===== src/rtl/pipeline_id_q.sv =====
// pipeline_id_q: decode stage with instruction queue, load-use interlock and valid/ready handshakes
`define OpSelWidth 5
`define OpNOP 5'd0
`define OpADD 5'd1
`define OpSUB 5'd2
`define OpSLL 5'd3
`define OpSLT 5'd4
`define OpSLTU 5'd5
`define OpXOR 5'd6
`define OpSRL 5'd7
`define OpSRA 5'd8
`define OpOR 5'd9
`define OpAND 5'd10
`define OpLUI 5'd11
`define OpAUIPC 5'd12
`define OpJAL 5'd13
`define OpJALR 5'd14
`define OpBEQ 5'd15
`define OpBNE 5'd16
`define OpBLT 5'd17
`define OpBGE 5'd18
`define OpBLTU 5'd19
`define OpBGEU 5'd20
`define OpLB 5'd21
`define OpLH 5'd22
`define OpLW 5'd23
`define OpLBU 5'd24
`define OpLHU 5'd25
`define OpSB 5'd26
`define OpSH 5'd27
`define OpSW 5'd28

module pipeline_id_q #(
  parameter int XLEN = 32,
  parameter int QDEPTH = 4,
  parameter int LOAD_LAT = 1
) (
  input  logic                     clk,
  input  logic                     rst,
  input  logic                     if_valid_i,
  input  logic [31:0]              if_inst_i,
  input  logic [XLEN-1:0]          if_pc_i,
  output logic                     if_ready_o,
  input  logic                     flush_i,
  output logic                     reg_re1_o,
  output logic                     reg_re2_o,
  output logic [4:0]               reg_ra1_o,
  output logic [4:0]               reg_ra2_o,
  input  logic [XLEN-1:0]          val1_i,
  input  logic [XLEN-1:0]          val2_i,
  output logic                     ex_valid_o,
  input  logic                     ex_ready_i,
  output logic [XLEN-1:0]          val1_o,
  output logic [XLEN-1:0]          val2_o,
  output logic [XLEN-1:0]          imm_o,
  output logic [4:0]               rd_o,
  output logic                     we_o,
  output logic [1:0]               optype_o,
  output logic [`OpSelWidth-1:0]   opsel_o,
  output logic [4:0]               rs1_o,
  output logic [4:0]               rs2_o,
  output logic                     rs1_e_o,
  output logic                     rs2_e_o,
  output logic [XLEN-1:0]          pc_o,
  output logic [$clog2(QDEPTH):0]  count_o
);
  localparam int AW = $clog2(QDEPTH);
  typedef struct packed {
    logic [`OpSelWidth-1:0] op;
    logic [1:0] ty;
    logic [4:0] rd, rs1, rs2;
    logic we, re1, re2;
    logic [31:0] imm;
  } dec_t;
  typedef struct packed {
    logic v;
    logic [XLEN-1:0] val1, val2, imm, pc;
    logic [4:0] rd, rs1, rs2;
    logic we, re1, re2;
    logic [1:0] ty;
    logic [`OpSelWidth-1:0] op;
  } ex_t;

  function automatic logic [`OpSelWidth-1:0] alu_op(input logic [2:0] f, input logic alt);
    return f == 3'd0 ? `OpADD : f == 3'd1 ? `OpSLL : f == 3'd2 ? `OpSLT : f == 3'd3 ? `OpSLTU :
           f == 3'd4 ? `OpXOR : f == 3'd5 ? (alt ? `OpSRA : `OpSRL) : f == 3'd6 ? `OpOR : `OpAND;
  endfunction

  // Illegal encodings collapse to an all-zero NOP so they never read registers or stall.
  function automatic dec_t decode(input logic [31:0] i);
    dec_t d;
    logic [2:0] f;
    f = i[14:12];
    d = '0;
    case (i[6:0])
      7'b0110011: begin
        d.op = (f == 3'd0 && i[30]) ? `OpSUB : alu_op(f, i[30]);
        {d.ty, d.we, d.re1, d.re2} = {2'd1, 3'b111};
      end
      7'b0010011: begin
        d.op = alu_op(f, i[30]);
        {d.ty, d.we, d.re1} = {2'd1, 2'b11};
        d.imm = {{20{i[31]}}, i[31:20]};
      end
      7'b0000011: begin
        d.op = f == 3'd0 ? `OpLB : f == 3'd1 ? `OpLH : f == 3'd2 ? `OpLW :
               f == 3'd4 ? `OpLBU : f == 3'd5 ? `OpLHU : `OpNOP;
        {d.ty, d.we, d.re1} = {2'd2, 2'b11};
        d.imm = {{20{i[31]}}, i[31:20]};
      end
      7'b0100011: begin
        d.op = f == 3'd0 ? `OpSB : f == 3'd1 ? `OpSH : f == 3'd2 ? `OpSW : `OpNOP;
        {d.ty, d.re1, d.re2} = {2'd2, 2'b11};
        d.imm = {{20{i[31]}}, i[31:25], i[11:7]};
      end
      7'b1100011: begin
        d.op = f == 3'd0 ? `OpBEQ : f == 3'd1 ? `OpBNE : f == 3'd4 ? `OpBLT :
               f == 3'd5 ? `OpBGE : f == 3'd6 ? `OpBLTU : f == 3'd7 ? `OpBGEU : `OpNOP;
        {d.ty, d.re1, d.re2} = {2'd3, 2'b11};
        d.imm = {{19{i[31]}}, i[31], i[7], i[30:25], i[11:8], 1'b0};
      end
      7'b0110111: {d.op, d.ty, d.we, d.imm} = {`OpLUI, 2'd1, 1'b1, i[31:12], 12'd0};
      7'b0010111: {d.op, d.ty, d.we, d.imm} = {`OpAUIPC, 2'd1, 1'b1, i[31:12], 12'd0};
      7'b1101111: begin
        {d.op, d.ty, d.we} = {`OpJAL, 2'd3, 1'b1};
        d.imm = {{11{i[31]}}, i[31], i[19:12], i[20], i[30:21], 1'b0};
      end
      7'b1100111: begin
        d.op = f == 3'd0 ? `OpJALR : `OpNOP;
        {d.ty, d.we, d.re1} = {2'd3, 2'b11};
        d.imm = {{20{i[31]}}, i[31:20]};
      end
      default: d.op = `OpNOP;
    endcase
    d.rd = d.we ? i[11:7] : 5'd0;
    d.rs1 = d.re1 ? i[19:15] : 5'd0;
    d.rs2 = d.re2 ? i[24:20] : 5'd0;
    if (d.op == `OpNOP) d = '0;
    return d;
  endfunction

  logic [31:0] inst_q [QDEPTH];
  logic [XLEN-1:0] pc_q [QDEPTH];
  logic [AW-1:0] wp_q, rp_q;
  logic [AW:0] cnt_q, cnt_d;
  logic [LOAD_LAT-1:0] sbv_q;
  logic [LOAD_LAT-1:0][4:0] sbrd_q;
  ex_t ex_q, ex_d, ex_i, ex_z;
  dec_t hd;
  logic [XLEN-1:0] head_pc;
  logic head_v, haz, adv, issue, enq, ld;

  assign hd = decode(inst_q[rp_q]);
  assign head_pc = pc_q[rp_q];
  assign head_v = cnt_q != '0;
  assign if_ready_o = cnt_q != (AW+1)'(QDEPTH);
  assign adv = !ex_q.v || ex_ready_i;
  assign enq = if_valid_i && if_ready_o && !flush_i;
  assign issue = head_v && !haz && adv && !flush_i;
  assign ld = hd.rd != 5'd0 && hd.op inside {`OpLB, `OpLH, `OpLW, `OpLBU, `OpLHU};
  assign cnt_d = cnt_q + (AW+1)'(enq) - (AW+1)'(issue);
  assign reg_re1_o = !rst && head_v && hd.re1;
  assign reg_re2_o = !rst && head_v && hd.re2;
  assign reg_ra1_o = reg_re1_o ? hd.rs1 : 5'd0;
  assign reg_ra2_o = reg_re2_o ? hd.rs2 : 5'd0;
  assign count_o = cnt_q;

  // head must wait while any in-flight load still owes one of its source registers
  always_comb begin
    haz = 1'b0;
    for (int k = 0; k < LOAD_LAT; k++)
      haz |= sbv_q[k] && ((hd.re1 && hd.rs1 == sbrd_q[k]) || (hd.re2 && hd.rs2 == sbrd_q[k]));
    haz &= head_v;
  end

  // next output register: issue loads the head, a free slot without issue becomes a bubble
  always_comb begin
    ex_z = '0;
    ex_z.op = `OpNOP;
    ex_i = '{v: 1'b1, val1: hd.op == `OpAUIPC ? head_pc : val1_i, val2: val2_i,
             imm: XLEN'($signed(hd.imm)), pc: head_pc, rd: hd.rd, rs1: hd.rs1, rs2: hd.rs2,
             we: hd.we, re1: hd.re1, re2: hd.re2, ty: hd.ty, op: hd.op};
    ex_d = issue ? ex_i : adv ? ex_z : ex_q;
  end

  // queue storage needs no reset; occupancy alone decides which entries are live
  always_ff @(posedge clk) begin
    if (enq) begin
      inst_q[wp_q] <= if_inst_i;
      pc_q[wp_q] <= if_pc_i;
    end
  end

  // pointers, occupancy and output register
  always_ff @(posedge clk) begin
    if (rst || flush_i) begin
      wp_q <= '0;
      rp_q <= '0;
      cnt_q <= '0;
    end else begin
      wp_q <= wp_q + AW'(enq);
      rp_q <= rp_q + AW'(issue);
      cnt_q <= cnt_d;
    end
    ex_q <= (rst || flush_i) ? ex_z : ex_d;
  end

  // load scoreboard shifts only when the output register advances
  always_ff @(posedge clk) begin
    if (rst || flush_i) begin
      sbv_q <= '0;
      sbrd_q <= '0;
    end else if (adv) begin
      sbv_q[0] <= issue && ld;
      sbrd_q[0] <= (issue && ld) ? hd.rd : 5'd0;
      for (int k = 1; k < LOAD_LAT; k++) begin
        sbv_q[k] <= sbv_q[k-1];
        sbrd_q[k] <= sbrd_q[k-1];
      end
    end
  end

  assign ex_valid_o = ex_q.v;
  assign val1_o = ex_q.val1;
  assign val2_o = ex_q.val2;
  assign imm_o = ex_q.imm;
  assign rd_o = ex_q.rd;
  assign we_o = ex_q.we;
  assign optype_o = ex_q.ty;
  assign opsel_o = ex_q.op;
  assign rs1_o = ex_q.rs1;
  assign rs2_o = ex_q.rs2;
  assign rs1_e_o = ex_q.re1;
  assign rs2_e_o = ex_q.re2;
  assign pc_o = ex_q.pc;
endmodule


===== config.mk =====
export PLATFORM = sky130hd
export DESIGN_NAME = pipeline_id_q
export DESIGN_NICKNAME = d
export VERILOG_FILES = /design/src/rtl/pipeline_id_q.sv
export SDC_FILE = /design/constraint.sdc
export NUM_CORES = 1
export LEC_CHECK = 0
export ABC_CLOCK_PERIOD_IN_PS = 19300
export BUFFER_PORTS_ARGS = -buffer_cell sky130_fd_sc_hd__buf_2
export CORE_MARGIN = 4
export CORE_UTILIZATION = 56
export CTS_CLUSTER_DIAMETER = 120
export DETAILED_ROUTE_END_ITERATION = 8
export GPL_TIMING_DRIVEN = 0
export HOLD_SLACK_MARGIN = 0.1
export PLACE_DENSITY = 0.8
export SYNTH_ARGS = -nofsm -noshare
export SYNTH_HDL_FRONTEND = slang
export SYNTH_SLANG_ARGS = --single-unit

===== constraint.sdc =====
create_clock -name clk -period 19.3 [get_ports clk]
set_clock_uncertainty 0.15 [all_clocks]
set_input_delay 2.895 -clock clk [delete_from_list [all_inputs] [get_ports clk]]
set_output_delay 2.895 -clock clk [all_outputs]
set_load 0.03 [all_outputs]

==> results.json <==
{
  "status": "complete, no violations",
  "hold_viol_final": 0,
  "fill_cells": 2154,
  "wl_met2_mm": 24.9,
  "wl_per_cell_um": 25.4,
  "wl_met1_mm": 20.2,
  "start_util_pct": 56.8,
  "rsz0062_at_grt": "false",
  "ctsResizeCount": 0,
  "yosys_warnings": 0,
  "clk_pin_slew_worst_paths_ps": 70,
  "clock_tree.buffer_depth": 3,
  "async_flop_share_pct": 0,
  "reg2reg_slack_ps": 14200,
  "start_kind": "register",
  "multi_input_area_um2": 5760,
  "ant_nets": 0,
  "synth_seq_cells": 423,
  "syn-num-nets": 1376,
  "clock-sinks": 423,
  "worst-path-max-fanout": 10,
  "grtUsageTotal_pct": 29.7,
  "htreeDepth": 2,
  "timing.hold.worst.start": "opsel_o[3]$_SDFFE_PP0P_",
  "timing.rr.start": "rp_q[0]$_SDFF_PP0_",
  "p_leak_nw": 8.14,
  "fmax_mhz": 135,
  "synth_area_um2": 17400,
  "yosys_most_used_dff": "edfxtp_1",
  "ir_drop_v": 0.0000644,
  "fin_setup_tns_ps": 0,
  "fin_hold_ws_ps": 312,
  "grt_pass1_wl_mm": 77.0,
  "regArea_um2": 11000,
  "hold_path.class": "register to register",
  "fin_crit_sh_pct": 38.3,
  "nets": 1740,
  "setup_viol": 0,
  "relSlewSlack_pct": 39.3,
  "grt_remaining_overflow": 0,
  "hold_buffers": 0,
  "critPathKind": "register to primary output",
  "max_cap_viol_count": 0,
  "critical_path_required_ps": 16260,
  "gp_congestion": 0.986,
  "drt_iter0_markers": 1399,
  "drc": 0,
  "grt_pass1_vias": 12600,
  "fin_crit_ps": 7400,
  "final_common_cell": "buf_2",
  "synth_cell_types": 67,
  "cp.arrival_ps": 4350,
  "drive_gt1_share_pct": 32.5,
  "power.density_nw_per_um2": 95.3,
  "worst-r2r-cell-count": 17,
  "dieArea_um2": 34000,
  "synth_edf_count": 256,
  "rows": 64,
  "yosysSeqAreaShare_pct": 63.3,
  "grt_max_degree": 34,
  "numCtsBuffers": 43,
  "syn_to_final_growth_pct": 21.7,
  "hpwl_mm": 37.9,
  "tritoncts": "built",
  "cp-startpoint": "rp_q[0]$_SDFF_PP0_",
  "io_buffers": 302,
  "avgViaCountPerCell": 6.33,
  "dr_total_vias": 12900,
  "clk_latency_ps": 540,
  "avgSynthCellArea_um2": 14.1,
  "maxUsedRoutingLayer": "met5",
  "io_pins": 303,
  "grt_antenna_before_repair": 12,
  "drtPass1Iterations": 6,
  "postCtsSetupBuffers": 0,
  "worstMarginPinSlew_ps": 911,
  "wl_mm": 51.7,
  "die_y_um": 184,
  "finalMaxSlewViolations": 0,
  "clockRootBuffer": "clkbuf_16",
  "coreArea_um2": 30700,
  "r2r-end": "count_o[2]$_SDFF_PP0_",
  "synthCells": 1238,
  "endpoint_kind": "primary output",
  "layout.cells.most_common_list": "buf_2, edfxtp_1, dfxtp_1, nand2_1, mux4_2",
  "crit_end": "reg_ra1_o[1]",
  "met3_length_mm": 4.38,
  "fp.dieW_um": 184
}
registers in the layout, summed over array words and instances, names as in the netlist, 32 cells and up:
signal,count
val2_o,32
pc_q,128
imm_o,32
inst_q,128
pc_o,32
val1_o,32
kinds of logic (layout without fill, tap and decap cells):
logic type               Yosys count  count (layout)  share of synthesized area, %
AO/OA/AOI/OAI                    289             289                          13.6
other                              0               7                             0
adder cells (fa/ha/maj)            5               5                         0.402
AND/OR/NAND/NOR                  261             261                          8.08
flip-flops                       423             423                          63.3
buffers and inverters            148             546                          3.78
XOR/XNOR                          15              15                         0.754
multiplexers                      97              97                          10.1
synth_stat cells, types with 6 or more instances:
| cell type | number | share of area (%) |
|---|---|---|
| buf_2 | 38 | 1.1 |
| mux4_2 | 63 | 8.1 |
| o211ai_1 | 33 | 1.4 |
| nor4_1 | 7 | 0.25 |
| nand2_1 | 95 | 2.0 |
| edfxtp_1 | 256 | 44 |
| nor3_1 | 8 | 0.23 |
| xnor2_1 | 14 | 0.70 |
| o31ai_2 | 10 | 0.72 |
| and4_1 | 10 | 0.50 |
| a22oi_1 | 33 | 1.4 |
| a21o_1 | 13 | 0.56 |
| mux2i_1 | 33 | 1.9 |
| clkbuf_1 | 49 | 1.1 |
| buf_4 | 9 | 0.39 |
| a21oi_1 | 6 | 0.17 |
| o31ai_1 | 58 | 2.5 |
| a32o_1 | 36 | 2.1 |
| a22o_1 | 27 | 1.4 |
| nand4_1 | 37 | 1.3 |
| inv_1 | 45 | 0.97 |
| and3_1 | 26 | 0.93 |
| dfxtp_1 | 167 | 19 |
| a2bb2oi_1 | 32 | 1.6 |
| o21ai_0 | 17 | 0.49 |
| and2_1 | 12 | 0.43 |
| nor2_1 | 28 | 0.60 |
layer usage:
| layer | vias up | global-route usage [%] |
|---|---|---|
| li1 | 5637 | - |
| met1 | 6425 | 40.1 |
| met2 | 698 | 48.5 |
| met3 | 136 | 5.11 |
| met4 | 10 | 11.5 |
| met5 | - | 0 |
critical path, stage by stage, from the launching register on:
cell and delay [ps]:
dfxtp_1 420, buf_6 210, mux4_2 560, buf_2 210
nor3b_1 550, nand3_1 240, nor2_2 420, a2111oi_4 110
nand4_2 230, buf_6 220, buf_4 220, nor3b_2 200
buf_2 230
how the worst min path moves through the flow:
stage / end / slack [ps] / cells past startpoint
6_report: opsel_o[3]$_SDFFE_PP0P_ / 310 / 2
3_3_place_gp: opsel_o[3]$_SDFFE_PP0P_ / 290 / 2
2_1_floorplan: sbv_q$_SDFFE_PP0P_ / 290 / 2
3_5_place_dp: opsel_o[3]$_SDFFE_PP0P_ / 300 / 2
5_1_grt: val1_o[5]$_SDFFE_PP0P_ / 340 / 2
4_1_cts: opsel_o[3]$_SDFFE_PP0P_ / 310 / 2
through the flow:
step                      total power [mW]  setup slack [ps]  cells  utilization (%)  area, um^2
after floorplan                       1.10             10730   1238                -       17400
after global placement                1.16              7120   1936             63.4       19400
after detailed placement              1.17             12180   1953             64.3       19700
after CTS                             2.02             12000   2032             69.1       21200
after global routing                  2.08             11780   2039             69.2       21200
final                                 2.02             11900   2039             69.2       21200
report_power, final:
group	leakage (nW)	total [mW]	switching, mW	internal, mW
Clock	0.732	0.866	0.343	0.523
Combinational	3.73	0.168	0.112	0.0562
Sequential	3.67	0.986	0.00874	0.977
Total	8.14	2.02	0.464	1.56
layout make-up:
cell class / instances / area share (%)
Antenna cell: 7 / 0.0826
Buffer: 102 / 2.29
Clock buffer: 51 / 5.46
Clock inverter: 28 / 1.50
Inverter: 46 / 0.814
Multi-Input combinational cell: 667 / 27.2
Sequential cell: 423 / 52.0
Tap cell: 396 / 2.34
Timing Repair Buffer: 319 / 8.34
Note: power is estimated with default switching activity, not from simulation.
